===== src/rtl/immediate_generator_if.sv =====
// Decode-stage immediate bus: the instruction word and format select go in,
// and the extended immediate comes back one cycle later.
interface immediate_generator_if;
  logic [31:0] Instr;
  logic [2:0]  ImmSel;
  logic [31:0] Imm;

  modport master (output Instr, output ImmSel, input Imm);
  modport slave  (input Instr, input ImmSel, output Imm);
endinterface


===== src/rtl/immediate_generator.sv =====
// Registered RV32I immediate generator: reassembles the immediate fields for
// the selected format, extends them to 32 bits and registers the result.
module immediate_generator (
  input  logic                  clk,
  input  logic                  rst_n,
  immediate_generator_if.slave  bus
);

  logic [31:0] next_imm_s;
  logic [31:0] imm_r;
  logic        sign_s;
  logic        unused_opcode_s;

  assign sign_s          = bus.Instr[31];
  assign unused_opcode_s = ^bus.Instr[6:0];

  // Field extraction and extension per format; unknown selects fall to zero.
  always_comb begin
    next_imm_s = 32'h0000_0000;
    case (bus.ImmSel)
      3'b000: next_imm_s = {{20{sign_s}}, bus.Instr[31:20]};
      3'b001: next_imm_s = {{20{sign_s}}, bus.Instr[31:25], bus.Instr[11:7]};
      3'b010: next_imm_s = {{19{sign_s}}, bus.Instr[31], bus.Instr[7],
                            bus.Instr[30:25], bus.Instr[11:8], 1'b0};
      3'b011: next_imm_s = {{11{sign_s}}, bus.Instr[31], bus.Instr[19:12],
                            bus.Instr[20], bus.Instr[30:21], 1'b0};
      3'b100: next_imm_s = {bus.Instr[31:12], 12'h000};
      3'b101: next_imm_s = {27'b0, bus.Instr[24:20]};
      3'b110: next_imm_s = {27'b0, bus.Instr[19:15]};
      3'b111: next_imm_s = 32'h0000_0000;
      default: next_imm_s = 32'h0000_0000;
    endcase
  end

  // Output register loads every cycle; reset clears it without a clock.
  always_ff @(posedge clk or negedge rst_n) begin
    if (!rst_n) begin
      imm_r <= 32'h0000_0000;
    end else begin
      imm_r <= next_imm_s;
    end
  end

  assign bus.Imm = imm_r;

endmodule


===== src/flat_wrapper.sv =====
// flat-port wrapper written by rule: the top's interface ports become plain ports
module immediate_generator_flat 
  (clk, rst_n, bus_Instr, bus_ImmSel, bus_Imm);
  immediate_generator_if bus_i ();
  input  logic clk;
  input  logic rst_n;
  input wire logic [$bits(bus_i.Instr)-1:0] bus_Instr;
  input wire logic [$bits(bus_i.ImmSel)-1:0] bus_ImmSel;
  output wire logic [$bits(bus_i.Imm)-1:0] bus_Imm;
  assign bus_i.Instr = bus_Instr;
  assign bus_i.ImmSel = bus_ImmSel;
  assign bus_Imm = bus_i.Imm;
  immediate_generator u_core (.clk(clk), .rst_n(rst_n), .bus(bus_i));
endmodule

===== config.mk =====
export PLATFORM = sky130hd
export DESIGN_NAME = immediate_generator_flat
export DESIGN_NICKNAME = d
export VERILOG_FILES = /design/src/rtl/immediate_generator_if.sv /design/src/rtl/immediate_generator.sv /design/src/flat_wrapper.sv
export SDC_FILE = /design/constraint.sdc
export NUM_CORES = 1
export LEC_CHECK = 0
export ABC_AREA = 1
export CORE_ASPECT_RATIO = 1.5
export CORE_MARGIN = 1.5
export CORE_UTILIZATION = 37
export DETAILED_ROUTE_END_ITERATION = 10
export HOLD_SLACK_MARGIN = 0.15
export PLACE_DENSITY = 0.77
export REMOVE_ABC_BUFFERS = 1
export SLEW_MARGIN = 10
export SYNTH_ARGS = -nofsm -noshare
export SYNTH_HDL_FRONTEND = slang
export SYNTH_SLANG_ARGS = --single-unit

===== constraint.sdc =====
create_clock -name clk -period 0.8 [get_ports clk]
set_input_delay 0.2 -clock clk [delete_from_list [all_inputs] [get_ports clk]]
set_output_delay 0.2 -clock clk [all_outputs]
set_load 0.01 [all_outputs]

==> load_flow_metrics.sql, run 1 <==
INSERT INTO impl_metrics (metric_group, metric, value, unit) VALUES
('setup_path', 'cp_cell_instances', 'buf_6', ''),
('floorplanning', 'start_util', '38.52', '%'),
('cells_and_area', 'fin_nets', '231', ''),
('timing', 'setup-tns-final', '-5.530', 'ns'),
('setup_path', 'worst-path-stages', '1', ''),
('synth', 'ys_top_cells_by_count', 'sky130_fd_sc_hd__nand2_1, sky130_fd_sc_hd__dfrtp_1, sky130_fd_sc_hd__inv_1, sky130_fd_sc_hd__nand3_1, sky130_fd_sc_hd__o21ai_0', ''),
('floorplanning', 'die_h', '72.89', 'um'),
('timing', 'timing.max_slew.rel_slack', '80.99', '%'),
('setup_path', 'worst-endpoint-arrival', '0.81', 'ns'),
('synth', 'synthArstFlopShare', '100.0', '%'),
('placed_design', 'numPortBuffers', '61', ''),
('synth', 'sequential_fraction_of_the_synthesis_area', '66.46', '%'),
('timing', 'rsz_0062_raised_after_global_routing', 'yes', ''),
('grt', 'maximum_number_of_pins_on_one_net_before_global_route_repair', '33', ''),
('floorplanning', 'fp.dieArea', '3615', 'um^2'),
('clocking', 'numCtsBuffers', '5', ''),
('timing', 'final_critical_path_setup_slack', '-0.2072', 'ns'),
('setup_path', 'critPathMaxStageDelay', '0.39', 'ns'),
('placed_design', 'globalplace.congestion', '0.8906', ''),
('grt', 'grt_pass1_vias', '1110', ''),
('clocking', 'clk_path_buf_depth', '2', ''),
('clocking', 'cts.sink_count', '32', ''),
('synth', 'synthDistinctLibCells', '19', ''),
('pwr', 'power.static_leakage', '1.021', 'nW'),
('pwr', 'switchingPower', '0.0008964', 'W'),
('timing', 'final-setup-viol-count', '32', ''),
('grt', 'grt_first_pass_wirelength', '5002', 'um'),
('clocking', 'cts_tree', 'done', ''),
('synth', 'yosysTopAreaCellShare', '66.46', '%'),
('grt', 'grt_busiest_layer', 'met2', ''),
('setup_path', 'critical_path.top_delay_family', 'flip-flops', ''),
('pwr', 'combinational_fraction_of_design_power', '18.2', '%'),
('cells_and_area', 'flow.area_growth_from_synthesis', '57.63', '%'),
('floorplanning', 'io_pins', '69', ''),
('clocking', 'hold_buffers', '0', ''),
('detailed_routing', 'routed_wirelength', '3209', 'um'),
('setup_path', 'cpMaxStageDelayCell', 'sky130_fd_sc_hd__dfrtp_1', ''),
('cells_and_area', 'largest_register_ff_count', '32', ''),
('pwr', 'total_power_density_per_cell_area', '1858', 'nW/um^2'),
('detailed_routing', 'viasPerCell', '4.855', ''),
('setup_path', 'timing.critical_path.to_type', 'primary output', ''),
('detailed_routing', 'firstDrtPassIters', '4', ''),
('synth', 'syn_inst', '120', ''),
('grt', 'globalRoute.totalOverflow', '0', ''),
('floorplanning', 'core', '3128', 'um^2'),
('cells_and_area', 'final_design_area_no_fill', '1899', 'um^2'),
('synth', 'syn_warnings', '0', ''),
('synth', 'synth-edff-count', '0', ''),
('pwr', 'power_report.internal_total', '0.002633', 'W'),
('setup_path', 'setup.worst_path.start_class', 'flip-flop', ''),
('setup_path', 'timing.critical_path.buf_inv', '1', ''),
('grt', 'met3_usage', '7.377', '%'),
('pwr', 'switching_power_share_of_the_total', '25.40', '%'),
('timing', 'max_freq', '992.8', 'MHz'),
('cells_and_area', 'ff_latch_area', '800.8', 'um^2'),
('clocking', 'cts_root_buffer', 'sky130_fd_sc_hd__clkbuf_8', ''),
('synth', 'synth_flop_cell', 'sky130_fd_sc_hd__dfrtp_1', ''),
('hold_path', 'hold_class', 'in2reg', ''),
('setup_path', 'critical_path_class', 'reg2out', ''),
('timing', 'max_slew_violation_count', '0', ''),
('grt', 'met2_usage_in_global_routing', '31.85', '%'),
('detailed_routing', 'detailroute.via_count', '1136', ''),
('run_status', 'status', 'complete, but fails checks', ''),
('detailed_routing', 'antenna_left', '0', ''),
('placed_design', 'placed_instances', '227', ''),
('hold_path', 'worst_hold_path.num_cells', '3', ''),
('detailed_routing', 'drt-initial-drc-count', '22', ''),
('synth', 'synthMostInstantiatedCell', 'sky130_fd_sc_hd__nand2_1', ''),
('cells_and_area', 'area_of_the_multi_input_gates', '372.9', 'um^2'),
('clocking', 'cts_max_level', '2', ''),
('run_status', 'violations_in_the_final_reports', 'setup timing', '');
-- cell families after synthesis --
family,count (synthesis),share of synthesized area (%)
and+or+nand+nor,57,20.98
DFF,32,66.46
buffers and inverters,17,5.711
AOI/OAI and AO/OA,14,6.854
-- per-layer routing --
metal	wire [um]	vias to the layer above	part of all wire (%)
met5	0	-	0
met4	151	0	4.7
met3	227	15	7.1
met2	1696	54	53
met1	1134	543	35
li1	-	524	-
-- through the flow --
step | util (%) | power (W) | hold WS [ns]
global route | 60.72 | 0.003696 | 0.2753
finish | 60.72 | 0.003529 | 0.2638
CTS | 60.72 | 0.003549 | 0.2614
global placement | 61.68 | 0.002493 | 0.5856
detailed placement | 61.68 | 0.002517 | 0.5854
floorplan | - | 0.001998 | -0.09559
-- repair_timing --
action	CTS	global route
gates resized for setup	153	9
pin swaps	4	1
endpoints found under the setup margin	58	51
-- cell type report --
type                            count  area share [%]
Sequential cell                    32           42.16
Clock buffer                        6           3.821
Timing Repair Buffer               70           28.46
Inverter                           14           3.030
Clock inverter                      1          0.2635
Tap cell                           40           2.635
Multi-Input combinational cell     71           19.63
-- power by group through the flow --
stage / Sequential (W) / Clock [W] / Combinational (W)
floorplan: 0.00186 / 0 / 0.000137
CTS: 0.00177 / 0.00115 / 0.000638
global route: 0.00178 / 0.00123 / 0.000692
detailed placement: 0.00180 / 0 / 0.000720
finish: 0.00177 / 0.00112 / 0.000641
global placement: 0.00179 / 0 / 0.000700
-- layout by cell type, fill, tap and decap left out, types with 2 or more instances in the layout --
master / synthesis / final
sky130_fd_sc_hd__buf_2: 1 / 32
sky130_fd_sc_hd__buf_4: 1 / 6
sky130_fd_sc_hd__buf_6: 0 / 5
sky130_fd_sc_hd__clkbuf_8: 0 / 5
sky130_fd_sc_hd__clkdlybuf4s50_1: 0 / 25
sky130_fd_sc_hd__dfrtp_1: 32 / 32
sky130_fd_sc_hd__inv_1: 12 / 11
sky130_fd_sc_hd__inv_4: 0 / 2
sky130_fd_sc_hd__nand2_1: 36 / 35
sky130_fd_sc_hd__nand3_1: 10 / 8
sky130_fd_sc_hd__nand3_2: 1 / 2
sky130_fd_sc_hd__nor2_1: 6 / 6
sky130_fd_sc_hd__o21ai_0: 10 / 6
sky130_fd_sc_hd__o21ai_1: 1 / 4
-- worst paths after layout --
path                                              start                            to  slack [ns]
max                        u_core.bus.Imm[18]$_DFF_PN0_                   bus_Imm[18]       -0.21
min in group asynchronous                         rst_n  u_core.bus.Imm[12]$_DFF_PN0_        0.29
max in group asynchronous                         rst_n  u_core.bus.Imm[27]$_DFF_PN0_        0.34
min                                       bus_ImmSel[2]   u_core.bus.Imm[9]$_DFF_PN0_        0.26
(Power assumes the default switching activity.)
==> run 2: changes to the inputs <==
--- a/config.mk
+++ b/config.mk
@@ -8,10 +8,10 @@
 export ABC_AREA = 1
 export CORE_ASPECT_RATIO = 1.5
 export CORE_MARGIN = 1.5
-export CORE_UTILIZATION = 37
+export CORE_UTILIZATION = 40
 export DETAILED_ROUTE_END_ITERATION = 10
 export HOLD_SLACK_MARGIN = 0.15
-export PLACE_DENSITY = 0.77
+export PLACE_DENSITY = 0.83
 export REMOVE_ABC_BUFFERS = 1
 export SLEW_MARGIN = 10
 export SYNTH_ARGS = -nofsm -noshare
==> constraint.sdc (replaced) <==
create_clock -name clk -period 1.21 [get_ports clk]
set_input_delay 0.3025 -clock clk [delete_from_list [all_inputs] [get_ports clk]]
set_output_delay 0.3025 -clock clk [all_outputs]
set_load 0.01 [all_outputs]
==> run 2 against run 1 <==
Net effect:
- the run now ends clean
- flip-flop and latch count is the same
- critical endpoint is now bus_Imm[25]
- clock power shrank 13%
- first-iteration DRC count grew 32%
- sequential share of layout area shrank 2.6 points
- via count shrank 3.1%
- combinational power shrank 32%
==> load_flow_metrics.sql, run 2 (synthesis results as in run 1) <==
INSERT INTO impl_metrics (metric_group, metric, value, unit) VALUES
('pwr', 'power.static_leakage', '1.037', 'nW'),
('clocking', 'numCtsBuffers', '5', ''),
('hold_path', 'hold_class', 'in2async', ''),
('timing', 'max_slew_violation_count', '0', ''),
('floorplanning', 'io_pins', '69', ''),
('setup_path', 'timing.critical_path.to_type', 'primary output', ''),
('pwr', 'pwr-share-seq', '45.3', '%'),
('floorplanning', 'die_h', '70.22', 'um'),
('cells_and_area', 'largest_register_ff_count', '32', ''),
('cells_and_area', 'drive_gt1_share', '16.92', '%'),
('floorplanning', 'core', '2883', 'um^2'),
('cells_and_area', 'finish.utilization', '70.14', '%'),
('setup_path', 'worst_setup_path_endpoint', 'bus_Imm[25]', ''),
('placed_design', 'placed_instances', '226', ''),
('clocking', 'hold_buffers', '0', ''),
('timing', 'final.period_utilization', '97.75', '%'),
('cells_and_area', 'flow.area_growth_from_synthesis', '67.81', '%'),
('detailed_routing', 'number_of_remaining_drc_errors', '0', ''),
('grt', 'initial_antenna_violation_count', '0', ''),
('floorplanning', 'chipWidth', '47.81', 'um'),
('pwr', 'switching_power_share_of_the_total', '23.24', '%'),
('setup_path', 'setup.worst_path.start_class', 'flip-flop', ''),
('timing', 'rsz_0062_raised_after_global_routing', 'no', ''),
('setup_path', 'cp_cell_instances', 'clkdlybuf4s15_1', ''),
('cells_and_area', 'fin_nets', '231', ''),
('cells_and_area', 'fill_cells', '226', ''),
('cells_and_area', 'num_antenna_cells', '0', ''),
('run_status', 'status', 'finished, final reports clean', ''),
('clocking', 'cts_tree', 'done', ''),
('cells_and_area', 'area_of_the_multi_input_gates', '349.1', 'um^2'),
('cells_and_area', 'layout.cells.non_filler', '234', ''),
('placed_design', 'globalplace.congestion', '0.8344', ''),
('grt', 'gr-usage-all-layers', '21.83', '%'),
('clocking', 'clk_path_buf_depth', '2', ''),
('detailed_routing', 'routed_wirelength', '3156', 'um'),
('detailed_routing', 'viasPerCell', '4.705', ''),
('pwr', 'max_rail_drop_vdd', '762.3', 'uV'),
('clocking', 'worst_setup_hold_path_clk_slew', '0.06', 'ns'),
('pwr', 'power_report.internal_total', '0.001981', 'W'),
('floorplanning', 'rows', '24', ''),
('grt', 'grt_first_pass_wirelength', '5202', 'um'),
('timing', 'hold_viol_final', '0', ''),
('floorplanning', 'fp.dieArea', '3357', 'um^2'),
('setup_path', 'worst-endpoint-arrival', '0.88', 'ns'),
('pwr', 'total_power_density_per_cell_area', '1276', 'nW/um^2'),
('setup_path', 'worst-path-stages', '1', ''),
('clocking', 'postCtsSetupRepairBufs', '0', ''),
('placed_design', 'dpl_worst_slack', '-0.3575', 'ns'),
('cells_and_area', 'most-common-layout-cells', 'sky130_fd_sc_hd__nand2_1, sky130_fd_sc_hd__dfrtp_1, sky130_fd_sc_hd__clkdlybuf4s50_1, sky130_fd_sc_hd__clkdlybuf4s15_1, sky130_fd_sc_hd__inv_1', ''),
('clocking', 'cts_root_buffer', 'sky130_fd_sc_hd__clkbuf_8', ''),
('timing', 'timing.max_slew.rel_slack', '78.80', '%'),
('floorplanning', 'start_util', '41.80', '%'),
('timing', 'finalHoldWorstSlack', '0.3862', 'ns'),
('pwr', 'clkPwrFrac', '37.9', '%'),
('placed_design', 'numPortBuffers', '61', ''),
('timing', 'max_freq', '845.4', 'MHz'),
('cells_and_area', 'layout.cells.most_common', 'sky130_fd_sc_hd__nand2_1', ''),
('setup_path', 'worstSetupStartpoint', 'u_core.bus.Imm[25]$_DFF_PN0_', ''),
('grt', 'globalRoute.totalOverflow', '0', ''),
('placed_design', 'detailed_place.area', '1941', 'um^2'),
('clocking', 'cts.sink_count', '32', ''),
('pwr', 'combinational_fraction_of_design_power', '16.8', '%'),
('setup_path', 'worstPathMaxFanout', '1', ''),
('detailed_routing', 'detailroute.via_count', '1101', ''),
('detailed_routing', 'drt-initial-drc-count', '29', ''),
('timing', 'final-setup-viol-count', '0', ''),
('cells_and_area', 'ff_latch_area', '800.8', 'um^2'),
('setup_path', 'critical_path.top_delay_family', 'flip-flops', ''),
('setup_path', 'timing.critical_path.buf_inv', '1', ''),
('cells_and_area', 'final_design_area_no_fill', '2022', 'um^2'),
('grt', 'grt_pass1_vias', '1164', ''),
('detailed_routing', 'antenna_left', '0', ''),
('placed_design', 'dp_hpwl', '2494', 'um'),
('grt', 'maximum_number_of_pins_on_one_net_before_global_route_repair', '33', ''),
('timing', 'final_critical_path_setup_slack', '0.02718', 'ns'),
('flow_run', 'count_of_max_cap_constraint_violations', '0', ''),
('setup_path', 'critPathMaxStageDelay', '0.37', 'ns'),
('timing', 'slew_at_the_pin_closest_to_its_max_slew_limit', '0.3172', 'ns'),
('setup_path', 'cpMaxStageDelayCell', 'sky130_fd_sc_hd__dfrtp_1', ''),
('pwr', 'switchingPower', '0.0005996', 'W'),
('detailed_routing', 'firstDrtPassIters', '4', ''),
('timing', 'min_period', '1.183', 'ns'),
('detailed_routing', 'detail_route.wl_per_cell', '13.49', 'um'),
('setup_path', 'cp_data_required_time', '0.91', 'ns'),
('clocking', 'cts_max_level', '2', ''),
('setup_path', 'critical_path_class', 'reg2out', '');
[run 2: cell types whose count changed in the layout (fill, tap and decap cells not counted), moves of 2 or more]
cell	before	now
sky130_fd_sc_hd__buf_6	5	0
sky130_fd_sc_hd__clkdlybuf4s15_1	0	24
sky130_fd_sc_hd__inv_2	1	3
sky130_fd_sc_hd__clkbuf_2	0	7
sky130_fd_sc_hd__buf_2	32	1
sky130_fd_sc_hd__o21ai_0	6	8
sky130_fd_sc_hd__inv_4	2	0
[run 2: power groups by stage]
stage | Clock (W) | Sequential (W) | Combinational [W]
floorplan | 0 | 0.00123 | 0.0000904
global placement | 0 | 0.00119 | 0.000465
detailed placement | 0 | 0.00119 | 0.000480
CTS | 0.00100 | 0.00117 | 0.000446
global route | 0.00104 | 0.00118 | 0.000475
finish | 0.000977 | 0.00117 | 0.000433
[run 2: timing repair]
| action | CTS | global route |
|---|---|---|
| resized for setup | 70 | 12 |
| gates cloned | 0 | 0 |
| pin swaps | 1 | 0 |
| setup endpoints to repair | 46 | 30 |
[run 2: how the worst min path moves through the flow]
stage | from | end | slack, ns | cells after the start
floorplan | rst_n | u_core.bus.Imm[0]$_DFF_PN0_ | 0.007 | 0
global route | rst_n | u_core.bus.Imm[15]$_DFF_PN0_ | 0.39 | 2
finish | rst_n | u_core.bus.Imm[17]$_DFF_PN0_ | 0.39 | 2
CTS | rst_n | u_core.bus.Imm[17]$_DFF_PN0_ | 0.39 | 2
global placement | rst_n | u_core.bus.Imm[18]$_DFF_PN0_ | 0.68 | 2
detailed placement | rst_n | u_core.bus.Imm[17]$_DFF_PN0_ | 0.69 | 2
[run 2: cell type report]
class	instances	share of cell area (%)
Timing Repair Buffer	70	32.80
Clock inverter	2	1.733
Multi-Input combinational cell	71	17.26
Tap cell	39	2.413
Clock buffer	6	3.589
Sequential cell	32	39.60
Inverter	14	2.599
[run 2: metal layers]
metal	vias up	GRT usage (%)	wire (um)
met4	0	11.11	89
met2	39	37.19	1808
met3	9	3.876	142
li1	522	-	-
met1	531	23.97	1115
met5	-	0	0
[run 2: through the flow]
stage / total power (W) / setup TNS, ns
2_1_floorplan: 0.001321 / 0
3_3_place_gp: 0.001651 / -6.476
3_5_place_dp: 0.001671 / -7.835
4_1_cts: 0.002618 / 0
5_1_grt: 0.002693 / 0
6_report: 0.002580 / 0
==> run 3: changes to the inputs <==
--- a/config.mk
+++ b/config.mk
@@ -6,7 +6,6 @@
 export NUM_CORES = 1
 export LEC_CHECK = 0
 export ABC_AREA = 1
-export CORE_ASPECT_RATIO = 1.5
 export CORE_MARGIN = 1.5
 export CORE_UTILIZATION = 40
 export DETAILED_ROUTE_END_ITERATION = 10
==> run 3 against run 2 <==
Net effect:
- the run now ends with DRC left
- die area shrank 0.20%
- utilization is 3.7 points lower
- final cell count decreased by 3.4%
- critical endpoint is now bus_Imm[7]
- via count shrank 0.82%
- fmax up 1.8%
- critical path type unchanged
- highest routed layer unchanged
- first-iteration DRC count decreased by 48%
==> load_flow_metrics.sql, run 3 (synthesis results as in run 1) <==
INSERT INTO impl_metrics (metric_group, metric, value, unit) VALUES
('cells_and_area', 'fin_nets', '231', ''),
('grt', 'globalRoute.totalOverflow', '0', ''),
('cells_and_area', 'layout.cells.most_common', 'sky130_fd_sc_hd__nand2_1', ''),
('clocking', 'cts.sink_count', '32', ''),
('floorplanning', 'core', '2805', 'um^2'),
('pwr', 'combinational_fraction_of_design_power', '17.3', '%'),
('setup_path', 'worstSetupStartpoint', 'u_core.bus.Imm[7]$_DFF_PN0_', ''),
('run_status', 'violations_in_the_final_reports', 'DRC', ''),
('cells_and_area', 'most-common-layout-cells', 'sky130_fd_sc_hd__nand2_1, sky130_fd_sc_hd__buf_2, sky130_fd_sc_hd__dfrtp_1, sky130_fd_sc_hd__clkdlybuf4s50_1, sky130_fd_sc_hd__inv_1', ''),
('setup_path', 'timing.critical_path.buf_inv', '1', ''),
('placed_design', 'placed_instances', '218', ''),
('placed_design', 'dpl_worst_slack', '-0.3972', 'ns'),
('timing', 'rsz_0062_raised_after_global_routing', 'no', ''),
('pwr', 'switchingPower', '0.0005874', 'W'),
('hold_path', 'hold_class', 'in2async', ''),
('cells_and_area', 'flow.area_growth_from_synthesis', '54.72', '%'),
('detailed_routing', 'number_of_remaining_drc_errors', '6', ''),
('floorplanning', 'start_util', '42.95', '%'),
('setup_path', 'timing.critical_path.to_type', 'primary output', ''),
('timing', 'max_freq', '861.0', 'MHz'),
('clocking', 'numCtsBuffers', '5', ''),
('setup_path', 'cp_data_required_time', '0.91', 'ns'),
('grt', 'initial_antenna_violation_count', '0', ''),
('setup_path', 'cp_cell_instances', 'buf_2', ''),
('timing', 'hold_viol_final', '0', ''),
('clocking', 'cts_max_level', '2', ''),
('setup_path', 'worst-endpoint-arrival', '0.86', 'ns'),
('detailed_routing', 'drt-initial-drc-count', '15', ''),
('clocking', 'hold_buffers', '0', ''),
('setup_path', 'worst-path-stages', '1', ''),
('detailed_routing', 'detail_route.wl_per_cell', '13.56', 'um'),
('detailed_routing', 'detailroute.via_count', '1092', ''),
('clocking', 'cts_tree', 'done', ''),
('placed_design', 'numPortBuffers', '61', ''),
('setup_path', 'cpMaxStageDelayCell', 'sky130_fd_sc_hd__dfrtp_1', ''),
('timing', 'final-setup-viol-count', '0', ''),
('floorplanning', 'io_pins', '69', ''),
('placed_design', 'globalplace.congestion', '0.8403', ''),
('cells_and_area', 'layout.cells.non_filler', '226', ''),
('pwr', 'clkPwrFrac', '33.5', '%'),
('grt', 'maximum_number_of_pins_on_one_net_before_global_route_repair', '33', ''),
('floorplanning', 'fp.dieArea', '3351', 'um^2'),
('detailed_routing', 'viasPerCell', '4.832', ''),
('grt', 'gr-usage-all-layers', '20.25', '%'),
('flow_run', 'count_of_max_cap_constraint_violations', '0', ''),
('setup_path', 'critical_path.top_delay_family', 'flip-flops', ''),
('clocking', 'postCtsSetupRepairBufs', '0', ''),
('pwr', 'pwr-share-seq', '49.2', '%'),
('setup_path', 'setup.worst_path.start_class', 'flip-flop', ''),
('cells_and_area', 'num_antenna_cells', '0', ''),
('setup_path', 'worstPathMaxFanout', '1', ''),
('clocking', 'cts_root_buffer', 'sky130_fd_sc_hd__clkbuf_4', ''),
('setup_path', 'critPathMaxStageDelay', '0.38', 'ns'),
('pwr', 'switching_power_share_of_the_total', '24.87', '%'),
('floorplanning', 'die_h', '57.89', 'um'),
('timing', 'final.period_utilization', '95.99', '%'),
('setup_path', 'critical_path_class', 'reg2out', ''),
('timing', 'min_period', '1.161', 'ns'),
('floorplanning', 'rows', '19', ''),
('placed_design', 'dp_hpwl', '2350', 'um'),
('cells_and_area', 'largest_register_ff_count', '32', ''),
('timing', 'final_critical_path_setup_slack', '0.04855', 'ns'),
('detailed_routing', 'antenna_left', '0', ''),
('detailed_routing', 'firstDrtPassIters', '7', ''),
('pwr', 'power.static_leakage', '1.026', 'nW'),
('clocking', 'worst_setup_hold_path_clk_slew', '0.10', 'ns'),
('timing', 'slew_at_the_pin_closest_to_its_max_slew_limit', '0.2722', 'ns'),
('pwr', 'max_rail_drop_vdd', '717.0', 'uV'),
('floorplanning', 'chipWidth', '57.89', 'um'),
('detailed_routing', 'routed_wirelength', '3064', 'um'),
('grt', 'grt_pass1_vias', '1126', ''),
('clocking', 'clk_path_buf_depth', '2', ''),
('run_status', 'status', 'complete, but fails checks', ''),
('pwr', 'total_power_density_per_cell_area', '1267', 'nW/um^2'),
('cells_and_area', 'fill_cells', '225', ''),
('pwr', 'power_report.internal_total', '0.001774', 'W'),
('cells_and_area', 'drive_gt1_share', '29.74', '%'),
('timing', 'timing.max_slew.rel_slack', '81.76', '%'),
('timing', 'max_slew_violation_count', '0', ''),
('grt', 'grt_first_pass_wirelength', '4926', 'um');
==> run 3: cell count changes in the layout (fill, tap and decap cells not counted), sizes merged <==
cell           previous run  this run
buf                      10        41
clkdlybuf4s50            26        27
clkdlybuf4s15            24         0
dlygate4sd2               2         1
clkbuf                   13         6
==> run 3: final cells by class <==
| type | instances | area [um^2] | area share [%] |
|---|---|---|---|
| Sequential cell | 32 | 800.8 | 42.95 |
| Inverter | 14 | 52.55 | 2.819 |
| Multi-Input combinational cell | 71 | 351.6 | 18.86 |
| Tap cell | 31 | 38.79 | 2.081 |
| Clock buffer | 6 | 41.29 | 2.215 |
| Clock inverter | 2 | 35.03 | 1.879 |
| Timing Repair Buffer | 70 | 544.3 | 29.19 |
==> run 3: stage by stage <==
step	utilization [%]	instance area (um^2)	TNS, ns	total power (W)	hold slack [ns]
2_1_floorplan	-	1189	0	0.001321	0.006909
3_3_place_gp	68.82	1931	-6.900	0.001650	0.6787
3_5_place_dp	68.82	1931	-8.393	0.001668	0.6881
4_1_cts	66.28	1859	0	0.002378	0.3120
5_1_grt	66.46	1864	0	0.002483	0.3057
6_report	66.46	1864	0	0.002361	0.3186
==> run 3: power by group through the flow <==
stage / clock [W] / combinational [W] / sequential [W]
floorplan: 0 / 0.0000904 / 0.00123
global placement: 0 / 0.000466 / 0.00118
detailed placement: 0 / 0.000480 / 0.00119
CTS: 0.000805 / 0.000410 / 0.00116
global route: 0.000868 / 0.000444 / 0.00117
finish: 0.000792 / 0.000408 / 0.00116
==> run 3: worst max-delay path by stage <==
stage,to,slack [ns]
after floorplan,u_core.bus.Imm[1]$_DFF_PN0_,0.27
after global placement,u_core.bus.Imm[16]$_DFF_PN0_,-0.30
after detailed placement,u_core.bus.Imm[16]$_DFF_PN0_,-0.40
after CTS,u_core.bus.Imm[3]$_DFF_PN0_,0.02
after global routing,bus_Imm[19],0.006
final,bus_Imm[7],0.05
==> run 3: per-layer routing <==
layer	vias up	global-route usage [%]	part of all wire [%]
met5	-	0	0
met4	0	12.62	3.7
met3	13	6.920	6.9
met2	40	34.42	52
met1	516	21.46	38
li1	523	-	-
==> run 3: timing repair <==
action                                 in CTS  in global routing
pin swaps                                   0                  1
gates resized for setup                   131                  4
endpoints found under the hold margin       0                  0
setup endpoints to repair                  40                 24
cloned                                      0                  0
